`config.mk`:
```
export PLATFORM = sky130hd
export DESIGN_NAME = frame_config_writer
export DESIGN_NICKNAME = d
export VERILOG_FILES = /design/src/rtl/frame_cfg_pkg.sv /design/src/rtl/frame_config_writer_decoder.sv /design/src/rtl/frame_config_writer.sv
export SDC_FILE = /design/constraint.sdc
export NUM_CORES = 1
export LEC_CHECK = 0
export ABC_AREA = 1
export ABC_CLOCK_PERIOD_IN_PS = 4400
export CORE_MARGIN = 5
export CORE_UTILIZATION = 53
export DETAILED_ROUTE_END_ITERATION = 8
export PLACE_DENSITY = 0.82
export SLEW_MARGIN = 15
export SYNTH_ARGS = -nofsm -noshare
export SYNTH_HDL_FRONTEND = slang
export SYNTH_HIERARCHICAL = 1
export SYNTH_SLANG_ARGS = --single-unit
```
`constraint.sdc`:
```
create_clock -name CLK -period 4.4 [get_ports CLK]
set_input_delay 0.44 -clock CLK [delete_from_list [all_inputs] [get_ports CLK]]
set_output_delay 0.44 -clock CLK [all_outputs]
set_load 0.03 [all_outputs]
```
`src/rtl/frame_cfg_pkg.sv`:
```
// Shared constants for the frame-configuration write path: sync/opcode values,
// header field positions and FSM state encodings.
package frame_cfg_pkg;

    localparam logic [31:0] SYNC_WORD = 32'hFAB0_FAB1;

    localparam logic [7:0] OP_WRITE  = 8'h01;
    localparam logic [7:0] OP_DESYNC = 8'h02;

    // Header word layout: opcode | start frame | frame count | column
    localparam int OP_MSB    = 31;
    localparam int OP_LSB    = 24;
    localparam int START_MSB = 23;
    localparam int START_LSB = 16;
    localparam int COUNT_MSB = 15;
    localparam int COUNT_LSB = 8;
    localparam int COL_MSB   = 7;
    localparam int COL_LSB   = 0;

    localparam logic [1:0] ST_IDLE   = 2'd0;
    localparam logic [1:0] ST_HEADER = 2'd1;
    localparam logic [1:0] ST_LOAD   = 2'd2;
    localparam logic [1:0] ST_STROBE = 2'd3;

endpackage

```
`src/rtl/frame_config_writer_decoder.sv`:
```
// Binary frame index to one-hot frame latch strobe; indices beyond the
// column's frame count decode to no strobe at all.
module frame_strobe_decoder #(
    parameter int FRAMES_PER_COL = 20
) (
    input  logic [7:0]                idx,
    input  logic                      en,
    output logic [FRAMES_PER_COL-1:0] strobe
);

    always_comb begin
        strobe = '0;
        for (int i = 0; i < FRAMES_PER_COL; i++) begin
            strobe[i] = en && (idx == 8'(i));
        end
    end

endmodule

```
`src/rtl/frame_config_writer.sv`:
```
// Turns a 32-bit configuration word stream into FrameData writes plus one-hot
// FrameStrobe pulses: sync detect, header decode, range check, desync.
module frame_config_writer
    import frame_cfg_pkg::*;
#(
    parameter int NUM_COLS       = 16,
    parameter int FRAMES_PER_COL = 20,
    parameter int COL_W          = 4
) (
    input  logic                      CLK,
    input  logic                      reset,
    input  logic [31:0]               s_data,
    input  logic                      s_valid,
    output logic                      s_ready,
    output logic [31:0]               frame_data,
    output logic [COL_W-1:0]          frame_col,
    output logic [FRAMES_PER_COL-1:0] frame_strobe,
    output logic                      busy,
    output logic                      cfg_err,
    output logic                      cfg_done,
    output logic [1:0]                dbg_state
);

    logic [1:0] state;
    logic [7:0] idx;
    logic [7:0] remaining;
    logic       accept;

    logic [7:0] hdr_op;
    logic [7:0] hdr_start;
    logic [7:0] hdr_count;
    logic [7:0] hdr_col;
    logic [8:0] hdr_end;
    logic       hdr_bad;

    // Handshake: a word transfers on the rising edge where s_valid && s_ready.
    // s_ready depends only on reset and state (low for the single STROBE cycle),
    // never on s_valid, so the source may hold or drop s_valid at will.
    assign s_ready = !reset && (state != ST_STROBE);
    assign accept  = s_valid && s_ready;

    assign hdr_op    = s_data[OP_MSB:OP_LSB];
    assign hdr_start = s_data[START_MSB:START_LSB];
    assign hdr_count = s_data[COUNT_MSB:COUNT_LSB];
    assign hdr_col   = s_data[COL_MSB:COL_LSB];

    // 9-bit sum so a start near 255 cannot wrap back into the legal range
    assign hdr_end = {1'b0, hdr_start} + {1'b0, hdr_count};
    assign hdr_bad = (hdr_count == 8'd0)
                  || ({1'b0, hdr_col} >= 9'(NUM_COLS))
                  || (hdr_end > 9'(FRAMES_PER_COL));

    assign busy      = (state != ST_IDLE);
    assign dbg_state = state;

    always_ff @(posedge CLK) begin
        if (reset) begin
            state      <= ST_IDLE;
            idx        <= 8'd0;
            remaining  <= 8'd0;
            frame_data <= 32'd0;
            frame_col  <= '0;
            cfg_err    <= 1'b0;
            cfg_done   <= 1'b0;
        end else begin
            cfg_done <= 1'b0;
            case (state)
                ST_IDLE: begin
                    if (accept && (s_data == SYNC_WORD)) begin
                        cfg_err <= 1'b0;
                        state   <= ST_HEADER;
                    end
                end
                ST_HEADER: begin
                    if (accept) begin
                        if (hdr_op == OP_WRITE) begin
                            if (hdr_bad) begin
                                cfg_err <= 1'b1;
                                state   <= ST_IDLE;
                            end else begin
                                frame_col <= COL_W'(hdr_col);
                                idx       <= hdr_start;
                                remaining <= hdr_count;
                                state     <= ST_LOAD;
                            end
                        end else if (hdr_op == OP_DESYNC) begin
                            cfg_done <= 1'b1;
                            state    <= ST_IDLE;
                        end else begin
                            cfg_err <= 1'b1;
                            state   <= ST_IDLE;
                        end
                    end
                end
                ST_LOAD: begin
                    if (accept) begin
                        frame_data <= s_data;
                        state      <= ST_STROBE;
                    end
                end
                ST_STROBE: begin
                    idx       <= idx + 8'd1;
                    remaining <= remaining - 8'd1;
                    state     <= (remaining == 8'd1) ? ST_HEADER : ST_LOAD;
                end
                default: state <= ST_IDLE;
            endcase
        end
    end

    // Gating with reset keeps a pending strobe from escaping in a reset cycle
    frame_strobe_decoder #(
        .FRAMES_PER_COL(FRAMES_PER_COL)
    ) u_decoder (
        .idx    (idx),
        .en     ((state == ST_STROBE) && !reset),
        .strobe (frame_strobe)
    );

endmodule
```
==> impl_results.md, run 1 <==
- Outcome: finished, final reports clean
- Crit path kind: reg2out
- Die Span Y: approximately 93 µm
- DR iter-0 viols: approximately 230
- Top_reg_cell synth: dfxtp_1
- Worst Tran Pin Value: around 860 ps
- Layout Utilization: 69.7%
- Final Hold Vio Count: 0
- Crit. End Element: primary output
- Global-route wire length before repair: approximately 17,000 µm
- Main combinational cell family by area after synthesis: simple AND/OR/NAND/NOR gates
- Root Driver: clkbuf_8
- WP data arrival: around 2600 ps
- Post-synth EDFFs: 0
- DP HPWL: approximately 8000 µm
- Kind of start point of the critical path: flip-flop
- Post-synthesis simple-gate area fraction: a little over two fifths
- Starting density of the core: roughly 54%
- Hold buffer count at CTS: 0
- Cts repair resizes: 0
- Synth top area share: between 30% and 40%
- ANT cells: 0
- Power per Cell Area: around 200 nW/µm²
- Post-detailed-route count of antenna-violating nets: 0
- Worst Path Required: 3960 ps
- Netlist cell types: 33
- Io pins: slightly below 100
- Initial antenna violation count: 0
- Crit share post-route: 68.8%
- Top cells by area, synth: dfxtp_1, nand2_1, nor2_1
- Max Cap Viol: 0
- Hold Path Class: reg2reg
- Largest net degree at the start of global routing: just under 50
- Max Transition Viols Final: 0
- CTS H-tree lvls: 2
- Proportion of synthesized area in mux cells: 0%
- Skew-Pair Late Insertion Delay: 320 ps
- Die W: between 90 and 100 µm
- Max_slew headroom: between 40% and 50%
- CP Buf/Inv Count: 1
- Fmax: 331 MHz
- Gate Count Post-Synth: approximately 590
- Slowest Stage Delay on Critical Path: between 700 and 800 ps
- Synth-to-Final Area Change: 28.2%
- Die area: approximately 8700 µm²
- Postcts setup bufs: 0
- Wirelength, routed: between 10,000 and 15,000 µm
- Sum of negative setup slack: 0 ps
- Dpl cells: ~740
- Mapped Avg Cell Area: ~6.3 µm²
- Slowest-stage cell, CP: clkdlybuf4s50_1
- Leakage Power: about 2.0 nW
- Total clock sinks: 56
- Vias in the first global route: approximately 3,700
- Metal2 WL: between 4000 and 5000 µm
- Mapped Area: 3670 µm²
- Worst-path clk slew: around 100 ps
- Synthesis Warnings: 6
- Synthesized net count: approximately 630
- Core footprint: roughly 6800 µm²
- Final Critical Period: 3030 ps
- CP cell instances: nand2_2, nor2_1, nand3_1, nor3_1, clkdlybuf4s50_1
- Vias/cell: between 5 and 6
- GRT overflow: 0
- Wire per inst: about 14 µm
- DR vias: approximately 4,000
- Max rail drop VDD: about 0.00015 V
- Area share of xor/xnor cells in the synthesized design: approximately 1.7%
- RSZ-0062 raised after global routing: no
- RD Place Congestion: between 0.9 and 1
- Setup Slack @ Placement: 1440 ps
- Gr usage total: a little under a quarter
- Top delay family on crit path: simple AND/OR/NAND/NOR gates
- Setup violators final: 0
- IO Port Bufs: between 90 and 100
- Total CTS buffers: 5
- Max clock buf depth: 2
- Clock Skews: 12.9 ps
- #FFs+latches synth: between 50 and 60
- Highest metal used: met4
- Nets: between 700 and 800
- Met3 Routed Length: between 600 and 700 µm
- Fillers: 593
- Sequential area share after synthesis: between 30% and 40%
- Residual DRC: 0
- Share of layout cells above drive strength 1: between 6 and 7%
- Drt pass-1 iters: 5
- Async SR Flop Fraction: 0%
- Fin cells: ~750
- Yosys top cell by area: dfxtp_1
- DRT met1 WL: between 4000 and 5000 µm
- Max FO, Critical Path: 22
- DP Area: 4620 µm²
- Final WS setup: between 1000 and 1500 ps
- Compound-cell area share of the yosys netlist: slightly above 10%
- Adder-cell share of the synthesized area: under 10%
- Row count: 30
- CTS tree: built
- Final instance area: 4710 µm²
[kinds of logic after synthesis]
group,count (synthesis)
xor gates and xnor gates,7
DFF,56
AOI/OAI and AO/OA,74
buffers and inverters,96
and+or+nand+nor,340
adders and majority gates,12
[registers in the layout, summed over array words and instances (netlist names)]
name	count
frame_data	32
cfg_done	1
remaining	8
frame_col	4
cfg_err	1
dbg_state	2
idx	8
[worst min-delay path: cells and delay by family, from the launching register on]
family	cells	cell delay [ps]
flops	1	320
simple gates	1	60
compound gates	1	50
[power by group]
part	total [mW]	switching [mW]	internal, mW
clock	0.285	0.171	0.114
sequential	0.506	0.0000262	0.506
combinational	0.159	0.0949	0.0638
[synthesized netlist by cell type, drive strengths merged (2+ instances only)]
cell type	instances
clkinv	2
nor4	2
nor3	20
xor2	3
nor2	110
nand3b	6
clkbuf	10
a21oi	55
o21ai	18
nand4	8
nand2	134
or2	3
inv	71
dfxtp	56
xnor2	4
nand3	57
ha	11
buf	13
[cells in the final DEF (no fill, tap or decap)]
cell / synthesis / layout
inv_1: 66 / 66
or2_2: 2 / 2
nor2_1: 107 / 107
nand3_1: 54 / 54
fa_1: 1 / 1
nand4_1: 7 / 7
clkdlybuf4s50_1: 0 / 96
clkbuf_8: 0 / 5
clkinv_1: 2 / 2
nand4_2: 1 / 1
dfxtp_1: 56 / 56
a21oi_1: 54 / 54
buf_4: 3 / 3
clkinv_2: 0 / 1
nor2_2: 1 / 1
ha_1: 11 / 11
nor3_2: 10 / 10
o31ai_1: 1 / 1
nand3b_1: 6 / 6
clkbuf_1: 10 / 1
nand2_2: 6 / 6
inv_2: 5 / 5
o21ai_0: 18 / 18
or2_0: 1 / 1
nor3_1: 10 / 10
nand2_1: 126 / 126
a21oi_2: 1 / 1
nand3_2: 3 / 3
inv_6: 0 / 1
xor2_1: 3 / 3
nor4_1: 2 / 2
nand2_4: 2 / 2
xnor2_1: 4 / 4
nor2_4: 2 / 2
[area by class of cell]
type	count	area, µm²	share of cell area [%]
Sequential cell	56	1120	23.8
Clock inverter	2	13.8	0.292
Tap cell	80	100	2.13
Multi-Input combinational cell	433	2140	45.5
Inverter	73	274	5.82
Clock buffer	6	72.6	1.54
Timing Repair Buffer	99	983	20.9
[metrics by stage]
stage	hold WS (ps)	total power, mW
after floorplan	474	0.608
after global placement	449	0.670
after detailed placement	451	0.674
after CTS	467	0.957
after global routing	490	0.995
final	470	0.951
[routing by layer]
metal / track usage, % / vias up
met5: 0 / -
met4: 5.49 / 0
met1: 30.6 / 1816
li1: - / 2032
met3: 4.10 / 15
met2: 41.3 / 141
[path summary, 6_finish.rpt]
check / from / cells past startpoint / endpoint / slack [ps]
max: dbg_state[0]$_SDFFE_PP0P_ / 5 / frame_strobe[13] / 1370
min reg2reg: frame_data[0]$_SDFFE_PP0P_ / 2 / frame_data[0]$_SDFFE_PP0P_ / 470
max reg2reg: dbg_state[0]$_SDFFE_PP0P_ / 8 / frame_data[12]$_SDFFE_PP0P_ / 1820
min: frame_data[0]$_SDFFE_PP0P_ / 2 / frame_data[0]$_SDFFE_PP0P_ / 470
Note: power is estimated with default switching activity, not from simulation.
==> inputs of run 2 (changes only) <==
--- a/config.mk
+++ b/config.mk
@@ -6,11 +6,11 @@
 export NUM_CORES = 1
 export LEC_CHECK = 0
 export ABC_AREA = 1
-export ABC_CLOCK_PERIOD_IN_PS = 4400
+export ABC_CLOCK_PERIOD_IN_PS = 2650
 export CORE_MARGIN = 5
-export CORE_UTILIZATION = 53
+export CORE_UTILIZATION = 45
 export DETAILED_ROUTE_END_ITERATION = 8
-export PLACE_DENSITY = 0.82
+export PLACE_DENSITY = 0.74
 export SLEW_MARGIN = 15
 export SYNTH_ARGS = -nofsm -noshare
 export SYNTH_HDL_FRONTEND = slang
==> constraint.sdc (replaced) <==
create_clock -name CLK -period 2.65 [get_ports CLK]
set_input_delay 0.265 -clock CLK [delete_from_list [all_inputs] [get_ports CLK]]
set_output_delay 0.265 -clock CLK [all_outputs]
set_load 0.03 [all_outputs]
==> run 2 against run 1 <==
Sequential share of layout area down 0.43 points; critical path type is now in2reg; clock power up 77%; cell count grew 4.9%; first-iteration DRC count up 7.3%; total power rose by 71%; highest routed layer unchanged; sequential power rose by 66%; worst setup slack got worse by 1100 ps; combinational power up 74%; largest cell class unchanged; largest power group unchanged; global-route usage decreased by 1.8 points; die area is 16% higher; wire length up 5.8%; design area up 1.8%.
==> impl_results.md, run 2 (synthesis results as in run 1) <==
- Core footprint: 8090 µm² (+20%)
- Initial antenna violation count: 0 (unchanged)
- Crit. End Element: flip-flop
- Die Span Y: 100 µm (+7.6%)
- Wirelength, routed: 11,000 µm (+5.8%)
- WHS Endpoint: cfg_err$_SDFFE_PP0P_
- DR vias: 4,051 (+1.2%)
- Synth-to-Final Area Change: 30.6%
- Wire per inst: 14.0 µm (+0.83%)
- Flop-to-flop setup slack: 530 ps (-1290 ps)
- R2r endpoint: remaining[1]$_SDFFE_PP0P_
- Leakage Power: 2.13 nW (+5.4%)
- Power per Cell Area: 338 nW/µm² (+68%)
- Fmax: between 400 and 500 MHz
- Root Driver: clkbuf_8
- Nets: 727 (+1.7%)
- DR iter-0 viols: 250 (+7.3%)
- Worst-path clk slew: 110 ps (about the same)
- Starting density of the core: 45.4% (-9.0 points)
- Crit path kind: in2reg
- Die W: 100 µm (+7.6%)
- Max_slew headroom: 53.7% (+11 points)
- Max Transition Viols Final: 0 (unchanged)
- Final Hold Vio Count: 0 (unchanged)
- Cts repair resizes: 0 (unchanged)
- Gr usage total: 22.0% (-1.8 points)
- Vias in the first global route: 3,819 (+2.4%)
- Total CTS buffers: 5 (unchanged)
- Row count: 33 (+10%)
- Hold path startpoint: cfg_err$_SDFFE_PP0P_
- Total clock sinks: 56 (unchanged)
- RSZ-0062 raised after global routing: no
- Hold path depth: 2 (unchanged)
- Residual DRC: 0 (unchanged)
- CTS H-tree lvls: 2 (unchanged)
- Worst Reg-to-Reg Cells: 11 (+3)
- Largest net degree at the start of global routing: 38 (-22%)
- RD Place Congestion: 0.857 (-11%)
- Fillers: 799 (+35%)
- DP HPWL: 8530 µm (+7.5%)
- Largest reg by FF count: frame_data
- Kind of start point of the critical path: input port
- Biggest regs: frame_data: 32 flops, idx: 8 flops, remaining: 8 flops
- Worst Tran Pin Value: 693 ps (-166 ps)
- Post-detailed-route count of antenna-violating nets: 0 (unchanged)
- Setup violators final: 0 (unchanged)
- WP data arrival: 2620 ps (+30 ps)
- Io pins: 97 (unchanged)
- Vias/cell: 5.15 (-3.6%)
- Postcts setup bufs: 0 (unchanged)
- Hold buffer count at CTS: 0 (unchanged)
- R2R Path Start: dbg_state[0]$_SDFFE_PP0P_
- Max Cap Viol: 0 (unchanged)
- ANT cells: 0 (unchanged)
- Die area: 10,100 µm² (+16%)
- Final Critical Period: 2360 ps
- Setup Slack @ Placement: -25.2 ps (-1460 ps)
- Number of flip-flops in the largest register: 32 (unchanged)
- Global-route wire length before repair: 18,100 µm (+6.0%)
- Drt pass-1 iters: 4 (-1)
- DP Area: 4700 µm² (+1.8%)
- Skew-Pair Late Insertion Delay: 320 ps (about the same)
- Commonest cells after routing, fill and taps aside: nand2_1, nor2_1, clkdlybuf4s50_1
- Max FO, Critical Path: 21 (-4.5%)
- Outcome: finished, final reports clean
- Clock Skews: 7.28 ps (-5.61 ps)
- Max clock buf depth: 2 (unchanged)
- Share of layout cells above drive strength 1: 11.3% (+4.9 points)
- Crit share post-route: slightly below 90%
- GRT overflow: 0 (unchanged)
- Max rail drop VDD: 0.000186 V (+25%)
- Hold Path Class: reg2reg
- Final WS setup: 289 ps (-1090 ps)
- Commonest non-fill, non-tap cell in the layout: nand2_1
- CTS tree: built
- IO Port Bufs: 96 (unchanged)
- Worst Path Required: 2910 ps (-1050 ps)
- Final instance area: 4790 µm² (+1.8%)
-- run 2: per-stage QoR --
| step | util (%) | setup TNS (ps) | std cells | hold slack [ps] | power [mW] |
|---|---|---|---|---|---|
| 6_report | 59.2 | 0 | 786 | 466 | 1.62 |
| 5_1_grt | 59.2 | 0 | 786 | 492 | 1.69 |
| 4_1_cts | 59.2 | 0 | 786 | 473 | 1.63 |
| 3_5_place_dp | 58.1 | -45.1 | 778 | 454 | 1.13 |
| 3_3_place_gp | 58.1 | 0 | 778 | 450 | 1.13 |
| 2_1_floorplan | - | 0 | 585 | 400 | 1.01 |
-- run 2: worst max path at each step --
stage	start	to	slack, ps	depth (start not counted)
finish	s_data[8]	remaining[1]$_SDFFE_PP0P_	290	16
global route	s_data[8]	remaining[1]$_SDFFE_PP0P_	70	16
CTS	s_data[8]	idx[5]$_SDFFE_PP0P_	320	15
detailed placement	s_data[8]	idx[5]$_SDFFE_PP0P_	-30	17
global placement	s_data[8]	remaining[2]$_SDFFE_PP0P_	80	15
floorplan	dbg_state[0]$_SDFFE_PP0P_	frame_strobe[3]	280	6
-- run 2: per-layer routing --
metal	track usage, %	routed length [µm]
met1	28.3	4800
met2	37.3	5310
met3	4.66	709
met4	5.70	151
met5	0	0
-- run 2: final cells by class --
class | instances | area, µm² | area share [%]
clock buffers | 5 | 68.8 | 1.44
well taps | 105 | 131 | 2.74
clock inverters | 3 | 22.5 | 0.470
inverters | 73 | 274 | 5.72
flip-flops and latches | 56 | 1120 | 23.4
multi-input cells | 433 | 2140 | 44.7
repair buffers | 111 | 1030 | 21.6
-- run 2: worst max-delay path, cell delays in order --
cell and delay [ps]:
clkdlybuf4s50_1 430, ha_1 250, fa_1 400, nand2_1 120, nand2_2 90, nand3b_1 90
nand2_1 60, nand2_1 80, nand2_1 80, clkinv_1 50, nand3_2 70, nand2_4 220
nand2_4 140, nand2_1 90, nand2_1 50, nor2_1 120
-- run 2: where the power goes --
| group | switching (mW) | internal, mW |
|---|---|---|
| sequential | 0.0000468 | 0.841 |
| combinational | 0.160 | 0.116 |
| clock | 0.313 | 0.191 |
==> inputs of run 3 (changes only) <==
--- a/config.mk
+++ b/config.mk
@@ -7,7 +7,6 @@
 export LEC_CHECK = 0
 export ABC_AREA = 1
 export ABC_CLOCK_PERIOD_IN_PS = 2650
-export CORE_MARGIN = 5
 export CORE_UTILIZATION = 45
 export DETAILED_ROUTE_END_ITERATION = 8
 export PLACE_DENSITY = 0.74
==> run 3 against run 2 <==
Total power is 1.1% lower; cell count unchanged; first-iteration DRC count decreased by 39%; core utilization rose by 2.2 points; clock skew up 4.2 ps; critical path depth decreased by 1; clock-buffer cell count grew 1; sequential share of layout area about the same; flip-flop and latch count did not move; global-route usage grew 3.7 points; largest cell class unchanged; largest power group unchanged; die area down 15%; fmax increased by 1.1%; critical path type unchanged.
==> impl_results.md, run 3 (synthesis results as in run 1) <==
- Wirelength, routed: 10,700 µm (-2.7%)
- Residual DRC: 0 (unchanged)
- Final Critical Period: 2340 ps (-25.4 ps)
- Hold Path Class: reg2reg
- GRT overflow: 0 (unchanged)
- Hold buffer count at CTS: 0 (unchanged)
- Vias/cell: 5.08 (-1.5%)
- Setup violators final: 0 (unchanged)
- Nets: 730 (+0.41%)
- Wire per inst: 13.6 µm (-2.7%)
- Total clock sinks: 56 (unchanged)
- Commonest cells after routing, fill and taps aside: nand2_1, nor2_1, clkdlybuf4s50_1
- Worst-path clk slew: 110 ps (about the same)
- R2r endpoint: idx[1]$_SDFFE_PP0P_
- Gr usage total: 25.7% (+3.7 points)
- Die Span Y: 92.3 µm (-8.0%)
- Vias in the first global route: 3,774 (-1.2%)
- Sw Pwr: 455 µW (-3.9%)
- Worst Reg-to-Reg Cells: 11 (unchanged)
- Combinational group share of total power: 17.4% (+0.4 points)
- Skew-Pair Late Insertion Delay: 310 ps (about the same)
- IO Port Bufs: 96 (unchanged)
- Fillers: 768 (-3.9%)
- Max rail drop VDD: 0.000203 V (+9.0%)
- CTS tree: built
- WP data arrival: 2590 ps (-30 ps)
- Starting density of the core: 47.0% (+1.7 points)
- DR iter-0 viols: 153 (-39%)
- Crit share post-route: 88.1% (-0.96 points)
- Sequential power share: 52.5% (+0.6 points)
- Crit. End Element: flip-flop
- Crit path to: idx[1]$_SDFFE_PP0P_
- Core footprint: 7810 µm² (-3.5%)
- Power per Cell Area: 334 nW/µm² (-1.2%)
- Overall power: 1.60 mW (-1.1%)
- Root Driver: clkbuf_8
- Die area: 8520 µm² (-15%)
- Post-detailed-route count of antenna-violating nets: 0 (unchanged)
- Biggest regs: frame_data: 32 flops, idx: 8 flops, remaining: 8 flops
- Worst Tran Pin Value: 708 ps (+14.8 ps)
- RSZ-0062 raised after global routing: no
- Share of layout cells above drive strength 1: 11.5% (+0.24 points)
- Clock power frac: 30.1% (-1.0 points)
- Number of flip-flops in the largest register: 32 (unchanged)
- Kind of start point of the critical path: input port
- ANT cells: 0 (unchanged)
- DP HPWL: 8210 µm (-3.7%)
- DR vias: 3,992 (-1.5%)
- CTS H-tree lvls: 2 (unchanged)
- Commonest non-fill, non-tap cell in the layout: nand2_1
- Total CTS buffers: 5 (unchanged)
- Crit path kind: in2reg
- Largest reg by FF count: frame_data
- Die W: 92.3 µm (-8.0%)
- Sw Share: 28.4% (-0.80 points)
- RD Place Congestion: 0.868 (+1.2%)
- Synth-to-Final Area Change: 30.6% (about the same)
- Final Hold Vio Count: 0 (unchanged)
- Worst Setup SP: s_data[8]
- Register area: 1120 µm² (unchanged)
- Postcts setup bufs: 0 (unchanged)
- Leakage Power: 2.14 nW (+0.20%)
- Drt pass-1 iters: 5 (+1)
- Clock Skews: 11.5 ps (+4.19 ps)
- Fmax: 428 MHz (+1.1%)
- Max clock buf depth: 2 (unchanged)
- Multi-input gate area: 2140 µm² (unchanged)
- R2R Path Start: dbg_state[0]$_SDFFE_PP0P_
- Outcome: finished, final reports clean
- Io pins: 97 (unchanged)
- Max Transition Viols Final: 0 (unchanged)
- Cts repair resizes: 0 (unchanged)
- Worst Path Required: 2910 ps (about the same)
- Row count: 32 (-3.0%)
- Sum of negative setup slack: 0 ps (unchanged)
- Global-route wire length before repair: 17,600 µm (-2.8%)
- Flop-to-flop setup slack: 550 ps (+20 ps)
- Largest net degree at the start of global routing: 35 (-7.9%)
- Max FO, Critical Path: 21 (unchanged)
- Internal: 1.15 mW (about the same)
- Max_slew headroom: 52.7% (-0.99 points)
- Max Cap Viol: 0 (unchanged)
- Initial antenna violation count: 0 (unchanged)
-- run 3: changes by cell type in the layout (fill, tap and decap cells not counted) --
cell,delta
buf_4,+4
clkinv_4,-1
clkbuf_1,+1
buf_12,-1
-- run 3: final cells by class --
class                           count  share of cell area, %
Clock buffer                        6                   1.51
Clock inverter                      2                  0.287
Inverter                           73                   5.72
Multi-Input combinational cell    433                   44.7
Sequential cell                    56                   23.4
Tap cell                          102                   2.66
Timing Repair Buffer              114                   21.8
-- run 3: metal layers --
metal / vias up / global-route usage, % / share of wire [%]
li1: 2059 / - / -
met1: 1784 / 33.4 / 46
met2: 129 / 42.5 / 46
met3: 20 / 4.11 / 5.7
met4: 0 / 9.90 / 2.2
met5: - / 0 / 0
-- run 3: how the worst min path moves through the flow --
| stage | startpoint | to | cells after the start |
|---|---|---|---|
| final | cfg_err$_SDFFE_PP0P_ | cfg_err$_SDFFE_PP0P_ | 2 |
| after global routing | frame_data[13]$_SDFFE_PP0P_ | frame_data[13]$_SDFFE_PP0P_ | 2 |
| after CTS | frame_data[16]$_SDFFE_PP0P_ | frame_data[16]$_SDFFE_PP0P_ | 2 |
| after detailed placement | frame_data[16]$_SDFFE_PP0P_ | frame_data[16]$_SDFFE_PP0P_ | 2 |
| after global placement | cfg_err$_SDFFE_PP0P_ | cfg_err$_SDFFE_PP0P_ | 2 |
| after floorplan | s_data[0] | frame_col[0]$_SDFFE_PP0P_ | 2 |
-- run 3: worst max-delay path: stages --
cell	delay, ps
clkdlybuf4s50_1	430
ha_1	240
fa_1	380
or2_0	210
nand3_1	70
nand3_1	80
nand2_1	90
nand2_1	70
clkinv_1	50
nand3_2	70
nand2_4	220
nand2_4	140
nand2_1	100
nand2_1	50
nor2_1	100
-- run 3: stage by stage --
step / util (%) / setup slack [ps] / cells / hold WS [ps] / area (µm²)
global route: 61.4 / 94.9 / 786 / 491 / 4790
floorplan: - / 277 / 585 / 400 / 3670
CTS: 61.4 / 336 / 786 / 468 / 4790
global placement: 60.3 / 77.1 / 778 / 447 / 4710
finish: 61.4 / 314 / 786 / 465 / 4790
detailed placement: 60.3 / 6.23 / 778 / 452 / 4710
-- run 3: power by group through the flow --
stage               clock network, mW  registers [mW]  logic [mW]
floorplan                           0           0.861       0.148
global placement                    0           0.860       0.274
detailed placement                  0           0.860       0.276
CTS                             0.496           0.841       0.277
global route                    0.525           0.841       0.309
finish                          0.483           0.841       0.279
